==> src/rtl/lut_loader.sv <==
// lut_loader: DI-bus initiator that writes a clamped linear tone curve into the lookup-map terminal.
// Define LUT_LOADER_VERIFY_EN to add a per-entry read-back check after the write pass.
`ifndef TERM_LookupMap
`define TERM_LookupMap 16'h0040
`endif

module lut_loader #(
  parameter int          PIXEL_WIDTH   = 8,
  parameter int          DI_DATA_WIDTH = 16,
  parameter int          NUM_ENTRIES   = 1024,
  parameter logic [15:0] TERM_ADDR     = `TERM_LookupMap,
  parameter int          TIMEOUT       = 255
) (
  input  logic                     di_clk,
  input  logic                     resetb,
  input  logic                     start,
  input  logic [11:0]              gain,
  input  logic [PIXEL_WIDTH:0]     offset,
  output logic                     busy,
  output logic                     done,
  output logic                     error,
  output logic [10:0]              mismatch_count,
  output logic [15:0]              di_term_addr,
  output logic [31:0]              di_reg_addr,
  output logic                     di_write_mode,
  output logic                     di_write,
  output logic                     di_read_mode,
  output logic                     di_read_req,
  output logic                     di_read,
  output logic [DI_DATA_WIDTH-1:0] di_reg_datai,
  input  logic                     di_write_rdy,
  input  logic                     di_read_rdy,
  input  logic [DI_DATA_WIDTH-1:0] di_reg_datao,
  input  logic [15:0]              di_transfer_status
);

  localparam int IDX_W  = $clog2(NUM_ENTRIES);
  localparam int ACC_W  = 22;
  localparam int V_W    = (PIXEL_WIDTH + 2 > 23) ? PIXEL_WIDTH + 2 : 23;
  localparam int WAIT_W = $clog2(TIMEOUT + 1);
  localparam logic signed [V_W-1:0] PIX_MAX  = V_W'((1 << PIXEL_WIDTH) - 1);
  localparam logic [IDX_W-1:0]      LAST_IDX = IDX_W'(NUM_ENTRIES - 1);

  typedef enum logic [3:0] {
    S_IDLE, S_SETUP, S_WRITE, S_WSTEP,
`ifdef LUT_LOADER_VERIFY_EN
    S_RSETUP, S_RREQ, S_RWAIT,
`endif
    S_FINISH, S_ERR
  } state_t;

  // Entry = clamp((acc >> 8) + offset); only the integer part of acc is passed in.
  function automatic logic [PIXEL_WIDTH-1:0] entry_of(input logic [ACC_W-9:0] a_hi,
                                                       input logic [PIXEL_WIDTH:0] ofs);
    logic signed [V_W-1:0] v;
    v = $signed({{(V_W-ACC_W+8){1'b0}}, a_hi}) +
        $signed({{(V_W-PIXEL_WIDTH-1){ofs[PIXEL_WIDTH]}}, ofs});
    if (v[V_W-1])         entry_of = '0;
    else if (v > PIX_MAX) entry_of = '1;
    else                  entry_of = v[PIXEL_WIDTH-1:0];
  endfunction

  function automatic logic [31:0] addr_of(input logic [IDX_W-1:0] i);
    addr_of = {{(32-IDX_W){1'b0}}, i};
  endfunction

  function automatic logic [DI_DATA_WIDTH-1:0] data_of(input logic [PIXEL_WIDTH-1:0] e);
    data_of = {{(DI_DATA_WIDTH-PIXEL_WIDTH){1'b0}}, e};
  endfunction

  state_t                   state_reg, state_next;
  logic [WAIT_W-1:0]        wait_reg, wait_next;
  logic [IDX_W-1:0]         idx_reg, idx_next;
  logic [ACC_W-1:0]         acc_reg, acc_next;
  logic [11:0]              gain_reg, gain_next;
  logic [PIXEL_WIDTH:0]     ofs_reg, ofs_next;
  logic                     busy_reg, busy_next;
  logic                     done_reg, done_next;
  logic                     error_reg, error_next;
  logic [15:0]              term_reg, term_next;
  logic [31:0]              addr_reg, addr_next;
  logic [DI_DATA_WIDTH-1:0] datai_reg, datai_next;
  logic                     wmode_reg, wmode_next;
  logic                     write_reg, write_next;
`ifdef LUT_LOADER_VERIFY_EN
  logic                     rmode_reg, rmode_next;
  logic                     rreq_reg, rreq_next;
  logic                     read_reg, read_next;
  logic [10:0]              mism_reg, mism_next;
`endif

  logic [IDX_W-1:0]       idx_inc;
  logic [ACC_W-1:0]       acc_inc;
  logic [PIXEL_WIDTH-1:0] cur_entry, inc_entry;
  logic                   unused_inputs;

  assign idx_inc       = idx_reg + IDX_W'(1);
  assign acc_inc       = acc_reg + ACC_W'(gain_reg);
  assign cur_entry     = entry_of(acc_reg[ACC_W-1:8], ofs_reg);
  assign inc_entry     = entry_of(acc_inc[ACC_W-1:8], ofs_reg);
  assign unused_inputs = ^{di_read_rdy, di_reg_datao};

  always_comb begin
    state_next = state_reg;
    wait_next  = wait_reg;
    idx_next   = idx_reg;
    acc_next   = acc_reg;
    gain_next  = gain_reg;
    ofs_next   = ofs_reg;
    busy_next  = busy_reg;
    done_next  = 1'b0;
    error_next = error_reg;
    term_next  = term_reg;
    addr_next  = addr_reg;
    datai_next = datai_reg;
    wmode_next = wmode_reg;
    write_next = 1'b0;
`ifdef LUT_LOADER_VERIFY_EN
    rmode_next = rmode_reg;
    rreq_next  = 1'b0;
    read_next  = 1'b0;
    mism_next  = mism_reg;
`endif
    case (state_reg)
      S_IDLE: begin
        busy_next = 1'b0;
        // busy is still high during the done cycle, so a start there is ignored
        if (start && !busy_reg) begin
          state_next = S_SETUP;
          gain_next  = gain;
          ofs_next   = offset;
          idx_next   = '0;
          acc_next   = '0;
          error_next = 1'b0;
          busy_next  = 1'b1;
          term_next  = TERM_ADDR;
          wmode_next = 1'b1;
`ifdef LUT_LOADER_VERIFY_EN
          mism_next  = '0;
`endif
        end
      end
      S_SETUP: begin
        wait_next = wait_reg + WAIT_W'(1);
        if (wait_reg != '0) begin
          if (di_transfer_status != '0) begin
            state_next = S_ERR;
          end else begin
            state_next = S_WRITE;
            addr_next  = addr_of(idx_reg);
            datai_next = data_of(cur_entry);
          end
        end
      end
      S_WRITE: begin
        if (di_write_rdy) begin
          write_next = 1'b1;
          state_next = S_WSTEP;
        end else if (wait_reg == WAIT_W'(TIMEOUT)) begin
          state_next = S_ERR;
        end else begin
          wait_next = wait_reg + WAIT_W'(1);
        end
      end
      S_WSTEP: begin
        if (idx_reg == LAST_IDX) begin
`ifdef LUT_LOADER_VERIFY_EN
          state_next = S_RSETUP;
          idx_next   = '0;
          acc_next   = '0;
          addr_next  = '0;
          wmode_next = 1'b0;
          rmode_next = 1'b1;
`else
          state_next = S_FINISH;
`endif
        end else begin
          // Next address/data go out now so they are settled a cycle before the strobe.
          state_next = S_WRITE;
          idx_next   = idx_inc;
          acc_next   = acc_inc;
          addr_next  = addr_of(idx_inc);
          datai_next = data_of(inc_entry);
        end
      end
`ifdef LUT_LOADER_VERIFY_EN
      S_RSETUP: begin
        wait_next = wait_reg + WAIT_W'(1);
        if (wait_reg != '0) begin
          state_next = S_RREQ;
          rreq_next  = 1'b1;
        end
      end
      S_RREQ: state_next = S_RWAIT;
      S_RWAIT: begin
        if (di_read_rdy) begin
          read_next = 1'b1;
          if (di_reg_datao[PIXEL_WIDTH-1:0] != cur_entry && mism_reg != '1)
            mism_next = mism_reg + 11'd1;
          if (idx_reg == LAST_IDX) begin
            state_next = S_FINISH;
          end else begin
            state_next = S_RSETUP;
            idx_next   = idx_inc;
            acc_next   = acc_inc;
            addr_next  = addr_of(idx_inc);
          end
        end else if (wait_reg == WAIT_W'(TIMEOUT)) begin
          state_next = S_ERR;
        end else begin
          wait_next = wait_reg + WAIT_W'(1);
        end
      end
`endif
      S_FINISH: begin
        state_next = S_IDLE;
        done_next  = 1'b1;
        term_next  = '0;
        addr_next  = '0;
        datai_next = '0;
        wmode_next = 1'b0;
`ifdef LUT_LOADER_VERIFY_EN
        rmode_next = 1'b0;
`endif
      end
      S_ERR: begin
        state_next = S_IDLE;
        error_next = 1'b1;
        busy_next  = 1'b0;
        term_next  = '0;
        addr_next  = '0;
        datai_next = '0;
        wmode_next = 1'b0;
`ifdef LUT_LOADER_VERIFY_EN
        rmode_next = 1'b0;
`endif
      end
      default: state_next = S_IDLE;
    endcase
    if (state_next != state_reg)
      wait_next = '0;
  end

  always_ff @(posedge di_clk or negedge resetb) begin
    if (!resetb) begin
      state_reg <= S_IDLE;
      wait_reg  <= '0;
      idx_reg   <= '0;
      acc_reg   <= '0;
      gain_reg  <= '0;
      ofs_reg   <= '0;
      busy_reg  <= 1'b0;
      done_reg  <= 1'b0;
      error_reg <= 1'b0;
      term_reg  <= '0;
      addr_reg  <= '0;
      datai_reg <= '0;
      wmode_reg <= 1'b0;
      write_reg <= 1'b0;
`ifdef LUT_LOADER_VERIFY_EN
      rmode_reg <= 1'b0;
      rreq_reg  <= 1'b0;
      read_reg  <= 1'b0;
      mism_reg  <= '0;
`endif
    end else begin
      state_reg <= state_next;
      wait_reg  <= wait_next;
      idx_reg   <= idx_next;
      acc_reg   <= acc_next;
      gain_reg  <= gain_next;
      ofs_reg   <= ofs_next;
      busy_reg  <= busy_next;
      done_reg  <= done_next;
      error_reg <= error_next;
      term_reg  <= term_next;
      addr_reg  <= addr_next;
      datai_reg <= datai_next;
      wmode_reg <= wmode_next;
      write_reg <= write_next;
`ifdef LUT_LOADER_VERIFY_EN
      rmode_reg <= rmode_next;
      rreq_reg  <= rreq_next;
      read_reg  <= read_next;
      mism_reg  <= mism_next;
`endif
    end
  end

  assign busy          = busy_reg;
  assign done          = done_reg;
  assign error         = error_reg;
  assign di_term_addr  = term_reg;
  assign di_reg_addr   = addr_reg;
  assign di_reg_datai  = datai_reg;
  assign di_write_mode = wmode_reg;
  assign di_write      = write_reg;
`ifdef LUT_LOADER_VERIFY_EN
  assign di_read_mode   = rmode_reg;
  assign di_read_req    = rreq_reg;
  assign di_read        = read_reg;
  assign mismatch_count = mism_reg;
`else
  assign di_read_mode   = 1'b0;
  assign di_read_req    = 1'b0;
  assign di_read        = 1'b0;
  assign mismatch_count = '0;
`endif

endmodule

==> config.mk <==
export PLATFORM = sky130hd
export DESIGN_NAME = lut_loader
export DESIGN_NICKNAME = d
export VERILOG_FILES = /design/src/rtl/lut_loader.sv
export SDC_FILE = /design/constraint.sdc
export NUM_CORES = 1
export LEC_CHECK = 0
export ABC_CLOCK_PERIOD_IN_PS = 4240
export BUFFER_PORTS_ARGS = -buffer_cell sky130_fd_sc_hd__buf_2
export CAP_MARGIN = 20
export CORE_MARGIN = 2
export CORE_UTILIZATION = 43
export CTS_CLUSTER_SIZE = 30
export DETAILED_ROUTE_END_ITERATION = 12
export GPL_TIMING_DRIVEN = 0
export PLACE_DENSITY_LB_ADDON = 0.12
export SKIP_CTS_REPAIR_TIMING = 1
export SYNTH_ARGS = -nofsm -noshare
export SYNTH_HDL_FRONTEND = slang
export SYNTH_SLANG_ARGS = --single-unit
==> constraint.sdc <==
create_clock -name di_clk -period 4.24 [get_ports di_clk]
set_clock_uncertainty 0.1 [all_clocks]
set_input_delay 0.636 -clock di_clk [delete_from_list [all_inputs] [get_ports di_clk]]
set_output_delay 0.636 -clock di_clk [all_outputs]
set_load 0.01 [all_outputs]
==> impl_metrics.csv, run 1 <==
group,metric,value,unit
layout,drive_gt1_share,28.27,%
die,rows,45,
pwr,p_clk_share,18.6,%
die,fp.dieH,128.2,um
worst_setup_path,startpoint,"gain_reg[0]",
clock_tree,clock-root-buffer,"clkbuf_16",
grt,antenna_found_initial,0,
clock_tree,cts_tree,"yes",
drt,via_per_inst,5.242,
flow_run,maxCapViolCount,0,
logic_synthesis,yosys_warnings,0,
worst_setup_path,crit_path_end,"di_reg_datai[4]",
worst_setup_path,worstReg2RegEnd,"di_reg_datai[4]",
die,die-area,16450,um^2
layout,largest_reg_flops,22,
logic_synthesis,synthAdderAreaFrac,9.576,%
logic_synthesis,synthTopCellsByCount,"dfrtp_1 (88), buf_4 (60), nor2_1 (59), o21ai_0 (54), nand2_1 (53)",
place,place_congestion,0.8999,
pwr,total_leakage_power,4.074,nW
clock_tree,cts_max_path_buffers,2,
timing,worst_slew_pin_slew,827.2,ps
clock_tree,clk_pin_slew_worst_paths,70,ps
place,io_buffers,64,
clock_tree,cts_made_buffers,9,
place,pre_cts_ws,-763.2,ps
logic_synthesis,synth-seq-cells,88,
logic_synthesis,yosys.area.top_type_share,33.18,%
pwr,internal_power,2.771,mW
grt,grt_usage,20.22,%
worst_setup_path,cp_max_fo,6,
drt,ant_nets,0,
die,core_area,15150,um^2
pwr,pwr_density_cell,578.5,nW/um^2
timing,hold_viol_final,0,
drt,drt_iter0_markers,288,
logic_synthesis,synth-xor-area-share,5.806,%
pwr,comb_power_share,55.3,%
hold_path,hold_class,"in -> async",
logic_synthesis,synth_cells,742,
worst_setup_path,critPathSlowestCell,"dfrtp_1",
outcome,failed_checks,"negative setup slack",
layout,post-route-util,54.72,%
pwr,seqPwrFrac,26.1,%
clock_tree,clock_latency,360,ps
logic_synthesis,yosys.area.top_type,"dfrtp_1",
worst_setup_path,reg2reg_setup_slack,-520,ps
drt,drtPass1Iterations,4,
pwr,p_sw,2.023,mW
die,start_util,43.82,%
logic_synthesis,syn-cell-area,6638,um^2
timing,min_period_over_period,112.3,%
logic_synthesis,seq_area_frac_synth,33.18,%
logic_synthesis,yosys-mux-area-fraction,4.486,%
worst_setup_path,crit_type,"reg -> reg",
drt,wire_per_inst,15.34,um
layout,fillers,1408,
layout,antenna_cells,0,
pwr,design_power_total,4.795,mW
logic_synthesis,yosysMostFrequentCell,"dfrtp_1",
outcome,status,"complete, but fails checks",
timing,fin_crit,4761,ps
worst_setup_path,required,4370,ps
drt,num_vias,5751,
pwr,peakVddDrop,0.3258,mV
logic_synthesis,synth.area.top_cells,"dfrtp_1 (33%), ha_1 (8.7%), buf_4 (6.8%), o21ai_0 (4.1%), mux2_2 (3.6%)",
clock_tree,htreeDepth,3,
drt,wl,16.83,mm
worst_setup_path,reg2reg_from,"gain_reg[0]",
logic_synthesis,synth_edf_count,0,
logic_synthesis,synth_compound_area_share,20.47,%
grt,grt_overflow,0,
logic_synthesis,ys_types,73,
timing,relSlewSlack,44.85,%
logic_synthesis,avgSynthCellArea,8.946,um^2
die,die_w,128.2,um
worst_setup_path,reg2reg_depth,25,
worst_setup_path,slowest_delay,360,ps
timing,finalWorstSetupSlack,-520.5,ps
worst_setup_path,crit_path_end_kind,"register",
grt,grt_pass1_vias,5423,
timing,max_freq,0.2101,GHz
timing,rsz0062_at_grt,"yes",
place,dpl.hpwl,12.54,mm
logic_synthesis,synth_top_family_by_area,"compound AO/OA/AOI/OAI gates",
clock_tree,clock-sinks,88,
layout,syn2layout_area_growth,24.86,%
grt,grt_max_degree,51,
die,num_io_pins,141,
logic_synthesis,yosys_most_used_dff,"dfrtp_1",
logic_synthesis,synth-simple-area-share,16.42,%
grt,grt_pass1_wl,26.44,mm
timing,setup_tns,-3769,ps
drt,remaining_drc_errors,0,
timing,finalSetupViolCount,8,
worst_setup_path,arrival,4890,ps
timing,slew_violations,0,
logic_synthesis,async_reset_ff_share,100.0,%
layout,num-nets-final,1011,
worst_setup_path,start_kind,"register",
pwr,swShare,42.20,%
## power by group through the flow
stage                     Combinational (mW)  Clock (mW)  Sequential, mW
after floorplan                         1.74           0            1.23
after global placement                  2.27           0            1.25
after detailed placement                2.30           0            1.26
after CTS                               2.31       0.907            1.25
after global routing                    2.90       0.944            1.28
final                                   2.65       0.893            1.25
## cell type report
type / count / area, um^2 / share of cell area, %
multi-input cells: 602 / 4305 / 51.95
clock inverters: 7 / 102.6 / 1.238
inverters: 31 / 116.4 / 1.404
plain buffers: 81 / 554.3 / 6.688
clock buffers: 9 / 225.2 / 2.717
flip-flops and latches: 88 / 2202 / 26.57
repair buffers: 91 / 546.8 / 6.597
well taps: 188 / 235.2 / 2.838
## metal layers
layer  routed length (um)  GRT usage [%]
met1                 7854          27.13
met2                 7916          32.60
met3                  803          4.549
met4                  259          6.206
met5                    0              0
## cells in the final DEF (no fill, tap or decap), types with 9 or more instances in the layout
master and count:
dfrtp_1 88, buf_4 85, buf_2 63, conb_1 60
nor2_1 56, o21ai_0 52, nand2_1 51, ha_1 39
a21oi_1 33, inv_1 31, mux2_2 22, nand3_1 21
xnor2_1 20, and3_1 19, xor2_1 19, clkbuf_1 18
a21o_1 15, a31oi_1 14, nor4_1 10, nand2b_1 9
o31ai_1 9, a21oi_2 9, clkbuf_16 9
## worst max-delay path, delay by kind of cell (launching register included)
kind | cells | cell delay (ps)
flops | 1 | 360
simple gates | 6 | 930
xor+xnor | 1 | 190
compound gates | 10 | 1600
mux | 1 | 160
buf+inv | 4 | 480
fa+ha+maj | 3 | 820
## worst min path at each step
stage / to / cells past startpoint
after floorplan: acc_reg[0] / 0
after detailed placement: di_reg_addr[2] / 2
after global placement: di_reg_addr[8] / 2
final: wait_reg[2] / 1
after CTS: di_reg_datai[3] / 1
after global routing: wait_reg[2] / 1
## cells by family after synthesis
kind of cell             Yosys count
AND/OR/NAND/NOR                  220
AO/OA/AOI/OAI                    201
buffers and inverters            112
flip-flops                        88
adder cells (fa/ha/maj)           49
XOR/XNOR                          44
multiplexers                      27
other                              1
## per-stage QoR
step	cells	hold WS, ps	area, um^2
2_1_floorplan	801	240.4	6950
3_3_place_gp	1053	363.1	7506
3_5_place_dp	1054	373.6	7536
4_1_cts	1070	176.3	7864
5_1_grt	1097	194.9	8288
6_report	1097	157.2	8288
Note: power is estimated with default switching activity, not from simulation.
==> run 2, diff against run 1 <==
--- a/config.mk
+++ b/config.mk
@@ -14,6 +14,7 @@
 export DETAILED_ROUTE_END_ITERATION = 12
 export GPL_TIMING_DRIVEN = 0
 export PLACE_DENSITY_LB_ADDON = 0.12
+export RECOVER_POWER = 25
 export SKIP_CTS_REPAIR_TIMING = 1
 export SYNTH_ARGS = -nofsm -noshare
 export SYNTH_HDL_FRONTEND = slang
==> run 2 against run 1 <==
  * Fmax hardly changed
  * Setup slack improved by 3.3 ps
  * Sequential share of layout area is 0.085 points higher
  * Sequential power about the same
  * Routed wire length about the same
  * Worst hold slack improved by 220 ps
  * The run ends with max-capacitance violations, max-slew violations, negative setup slack left
  * Design area fell by 0.32%
  * Via count rose by 0.21%
  * Non-clock buffer count stayed put
  * Clock power barely moved
==> impl_metrics.csv, run 2 (synthesis gave the netlist of run 1 again) <==
group,metric,value,unit
outcome,status,"complete, but fails checks",
outcome,failed_checks,"max-capacitance violations, max-slew violations, negative setup slack",
die,num_io_pins,141,
worst_setup_path,arrival,4890,ps
timing,rsz0062_at_grt,"yes",
clock_tree,clock_latency,360,ps
timing,finalSetupViolCount,8,
worst_setup_path,crit_path_end_kind,"register",
drt,drt_iter0_markers,289,
drt,wl,16.84,mm
pwr,design_power_total,4.789,mW
worst_setup_path,start_kind,"register",
timing,fin_crit,4757,ps
place,dpl.hpwl,12.54,mm
clock_tree,clk_pin_slew_worst_paths,70,ps
place,place_inst,1054,
grt,grt_overflow,0,
worst_setup_path,slowest_delay,360,ps
timing,finalWorstSetupSlack,-517.3,ps
place,place_congestion,0.8999,
layout,fillers,1413,
die,fp.dieH,128.2,um
worst_setup_path,startpoint,"gain_reg[0]",
hold_path,hold_class,"reg -> reg",
layout,stdcell_count,1097,
layout,final_cell_mix,"dfrtp_1 (88), buf_4 (84), buf_2 (63)",
worst_setup_path,reg2reg_depth,25,
grt,grt_max_degree,51,
drt,via_per_inst,5.253,
pwr,total_leakage_power,4.062,nW
layout,syn2layout_area_growth,24.47,%
clock_tree,cts_max_path_buffers,2,
flow_run,maxCapViolCount,1,
die,core_area,15150,um^2
pwr,peakVddDrop,0.3258,mV
clock_tree,clock-sinks,88,
timing,min_period_over_period,112.2,%
die,rows,45,
layout,multi_input_area,4305,um^2
worst_setup_path,cp_max_fo,6,
die,start_util,43.82,%
grt,antenna_found_initial,0,
die,die_w,128.2,um
layout,regArea,2202,um^2
worst_setup_path,reg2reg_from,"gain_reg[0]",
timing,max_freq,0.2102,GHz
place,io_buffers,64,
grt,grt_pass1_wl,26.44,mm
drt,ant_nets,0,
worst_setup_path,crit_type,"reg -> reg",
pwr,pwr_density_cell,579.7,nW/um^2
layout,final_common_cell,"dfrtp_1",
worst_setup_path,reg2reg_setup_slack,-520,ps
clock_tree,cts_tree,"yes",
grt,grt_usage,20.22,%
clock_tree,htreeDepth,3,
timing,worst_slew_pin_slew,2124,ps
timing,hold_viol_final,0,
die,die-area,16450,um^2
layout,drive_gt1_share,28.16,%
layout,antenna_cells,0,
drt,wire_per_inst,15.35,um
clock_tree,cts_made_buffers,9,
timing,relSlewSlack,-41.62,%
worst_setup_path,critPathSlowestCell,"dfrtp_1",
worst_setup_path,worstReg2RegEnd,"di_reg_datai[4]",
grt,grt_pass1_vias,5423,
worst_setup_path,crit_path_end,"di_reg_datai[4]",
layout,num-nets-final,1011,
layout,largest_reg_flops,22,
drt,drtPass1Iterations,4,
timing,slew_violations,40,
worst_setup_path,required,4370,ps
clock_tree,clock-root-buffer,"clkbuf_16",
drt,remaining_drc_errors,0,
drt,num_vias,5763,
==> run 2: changes by cell type in the layout (fill, tap and decap cells not counted) <==
cell	change
buf_4	-1
buf_16	-1
clkbuf_1	+1
clkbuf_2	+1
==> run 2: how the worst min path moves through the flow <==
stage	startpoint	to	slack [ps]	cells past startpoint
floorplan	resetb	acc_reg[0]	240	0
global placement	di_reg_addr[8]	di_reg_addr[8]	360	2
detailed placement	di_reg_addr[2]	di_reg_addr[2]	370	2
CTS	resetb	di_reg_datai[3]	180	1
global route	offset[5]	ofs_reg[5]	400	2
finish	di_reg_addr[2]	di_reg_addr[2]	380	2
==> run 2: report_power, final <==
| part | total [mW] | switching [mW] | internal [mW] |
|---|---|---|---|
| clock network | 0.891 | 0.368 | 0.523 |
| registers | 1.25 | 0.214 | 1.04 |
| logic | 2.65 | 1.44 | 1.21 |
==> run 2: worst max-delay path: cells and delay by family (launching register included) <==
family / cells / cell delay, ps
AOI/OAI and AO/OA: 10 / 1600
and+or+nand+nor: 6 / 920
adders and majority gates: 3 / 820
buffers and inverters: 4 / 480
DFF: 1 / 360
xor gates and xnor gates: 1 / 190
muxes: 1 / 160
==> run 2: layer usage <==
metal	vias to the layer above	wire length (um)	GRT usage [%]
met5	-	0	0
met4	0	259	6.206
met1	2724	7842	27.13
li1	2878	-	-
met2	140	7938	32.60
met3	21	798	4.549
==> run 2: final cells by class <==
class	instances	area share, %
Multi-Input combinational cell	602	52.11
Sequential cell	88	26.65
Buffer	81	6.709
Timing Repair Buffer	91	6.300
Tap cell	188	2.847
Clock buffer	9	2.726
Inverter	31	1.408
Clock inverter	7	1.242
==> run 2: per-stage QoR <==
step	setup slack, ps	utilization [%]	setup TNS [ps]	area [um^2]	hold slack, ps
after floorplan	-42.93	-	-129.7	6950	240.4
after global placement	-873.3	49.56	-6353	7506	363.1
after detailed placement	-763.2	49.76	-5659	7536	373.6
after CTS	-803.9	51.92	-5932	7864	176.3
after global routing	-768.0	54.55	-5563	8262	397.3
final	-517.3	54.55	-3709	8262	381.4
==> run 3, diff against run 2 <==
--- a/config.mk
+++ b/config.mk
@@ -9,7 +9,7 @@
 export BUFFER_PORTS_ARGS = -buffer_cell sky130_fd_sc_hd__buf_2
 export CAP_MARGIN = 20
 export CORE_MARGIN = 2
-export CORE_UTILIZATION = 43
+export CORE_UTILIZATION = 40
 export CTS_CLUSTER_SIZE = 30
 export DETAILED_ROUTE_END_ITERATION = 12
 export GPL_TIMING_DRIVEN = 0
==> run 3 against run 2 <==
  * Fmax shrank 2.1%
  * Non-clock buffer count shrank 5
  * Via count grew 1.7%
  * Routed wire length grew 2.3%
  * Utilization shrank 4.6 points
  * Worst hold slack lost 5.7 ps
  * Critical endpoint is now di_reg_datai[6]
  * Sequential share of layout area grew 0.24 points
  * Count of clock-buffer cells in the layout grew 3
  * The flow still finishes with violations (max-capacitance violations, max-slew violations, negative setup slack)
  * Critical path depth shrank 3
  * Total power shrank 2.0%
  * Sequential cell count is the same
  * Setup slack lost 100 ps
==> impl_metrics.csv, run 3 (synthesis gave the netlist of run 1 again) <==
group,metric,value,unit
clock_tree,clock_latency,350,ps
place,dpl.hpwl,12.99,mm
grt,grt_usage,19.83,%
worst_setup_path,required,4380,ps
layout,largest_reg_flops,22,
drt,remaining_drc_errors,0,
flow_run,maxCapViolCount,1,
timing,fin_crit,4861,ps
grt,grt_pass1_vias,5683,
pwr,peakVddDrop,0.2180,mV
pwr,total_leakage_power,4.022,nW
drt,wl,17.23,mm
worst_setup_path,crit_type,"reg -> reg",
clock_tree,cts_tree,"yes",
layout,stdcell_count,1123,
pwr,internal_power,2.714,mW
clock_tree,htreeDepth,3,
drt,via_per_inst,5.218,
worst_setup_path,arrival,5000,ps
die,die-area,17640,um^2
die,core_area,16410,um^2
timing,rsz0062_at_grt,"yes",
die,rows,47,
pwr,seqPwrFrac,26.6,%
timing,finalWorstSetupSlack,-620.8,ps
die,die_w,132.8,um
clock_tree,cts_made_buffers,9,
worst_setup_path,cp_max_fo,6,
outcome,status,"complete, but fails checks",
layout,final_common_cell,"dfrtp_1",
pwr,p_sw,1.981,mW
grt,grt_max_degree,53,
drt,ant_nets,0,
hold_path,hold_class,"reg -> reg",
pwr,design_power_total,4.695,mW
timing,worst_slew_pin_slew,2054,ps
layout,final_cell_mix,"dfrtp_1 (88), buf_4 (80), buf_2 (64)",
layout,drive_gt1_share,26.69,%
die,num_io_pins,141,
place,placed_cell_area,7576,um^2
layout,fin_area,8189,um^2
drt,num_vias,5860,
clock_tree,clock-sinks,88,
place,io_buffers,64,
clock_tree,clock-root-buffer,"clkbuf_16",
outcome,failed_checks,"max-capacitance violations, max-slew violations, negative setup slack",
timing,min_period_over_period,114.6,%
layout,num-nets-final,1005,
pwr,comb_power_share,55.3,%
worst_setup_path,start_kind,"register",
drt,wire_per_inst,15.34,um
pwr,p_clk_share,18.1,%
timing,fin_hold_ws,375.7,ps
timing,relSlewSlack,-36.96,%
place,pre_cts_ws,-924.9,ps
clock_tree,clk_pin_slew_worst_paths,70,ps
drt,drtPass1Iterations,4,
timing,max_freq,0.2057,GHz
pwr,pwr_density_cell,573.3,nW/um^2
clock_tree,cts_max_path_buffers,2,
timing,slew_violations,38,
drt,drt_iter0_markers,273,
die,start_util,40.46,%
pwr,swShare,42.19,%
grt,grt_pass1_wl,28.21,mm
grt,antenna_found_initial,0,
die,fp.dieH,132.8,um
layout,antenna_cells,0,
worst_setup_path,crit_path_end_kind,"register",
place,place_congestion,0.9018,
timing,hold_viol_final,0,
grt,grt_overflow,0,
timing,finalSetupViolCount,8,
place,place_inst,1086,
layout,syn2layout_area_growth,23.37,%
==> run 3: worst max-delay path, cell delays in order, from the launching register on <==
cell and delay, ps:
dfrtp_1 370, ha_2 190, inv_2 40, fa_2 380, nor2b_2 140, o21ai_2 70, a21boi_2 180, o211a_1 210
o2111ai_2 140, a31oi_2 270, nor2_4 80, buf_6 140, xnor2_4 130, ha_4 310, nand2_4 80, o211ai_4 100
o41ai_4 490, nor3_2 110, a22oi_1 180, nand4_1 210, nor3_4 400, a21oi_1 110, o32a_1 290
==> run 3: power by group through the flow <==
stage                     registers (mW)  clock network [mW]  logic (mW)
after floorplan                     1.23                   0        1.74
after global placement              1.26                   0        2.24
after detailed placement            1.27                   0        2.30
after CTS                           1.25               0.861        2.31
after global routing                1.28               0.907        2.85
final                               1.25               0.848        2.60
==> run 3: final cells by class <==
type	instances	area, um^2
clock buffer	12	266.5
multi-input combinational	601	4244
clock inverter	4	51.30
timing repair buffer	86	479.2
inverter	31	116.4
sequential	88	2202
buffer	81	554.3
tap	220	275.3
fill	1548	8218
==> run 3: worst paths after layout <==
check | start | end | slack, ps | depth (start not counted)
min in group asynchronous | resetb | wait_reg[2] | 760 | 1
worst max register to register | acc_reg[0] | di_reg_datai[6] | -620 | 22
worst max-delay path | acc_reg[0] | di_reg_datai[6] | -620 | 22
max in group asynchronous | resetb | acc_reg[5] | 1100 | 2
worst min register to register | di_reg_addr[5] | di_reg_addr[5] | 380 | 2
worst min-delay path | di_reg_addr[5] | di_reg_addr[5] | 380 | 2
==> run 3: layer usage <==
metal	share of wire, %	track usage [%]
met5	0	0
met4	2.0	7.766
met3	4.1	2.299
met2	49	33.05
met1	45	26.39
==> run 3: metrics by stage <==
| stage | util [%] | setup TNS, ps |
|---|---|---|
| finish | 49.91 | -4699 |
| global route | 49.91 | -6677 |
| CTS | 48.11 | -7026 |
| detailed placement | 46.18 | -6767 |
| global placement | 45.99 | -6149 |
| floorplan | - | -129.7 |
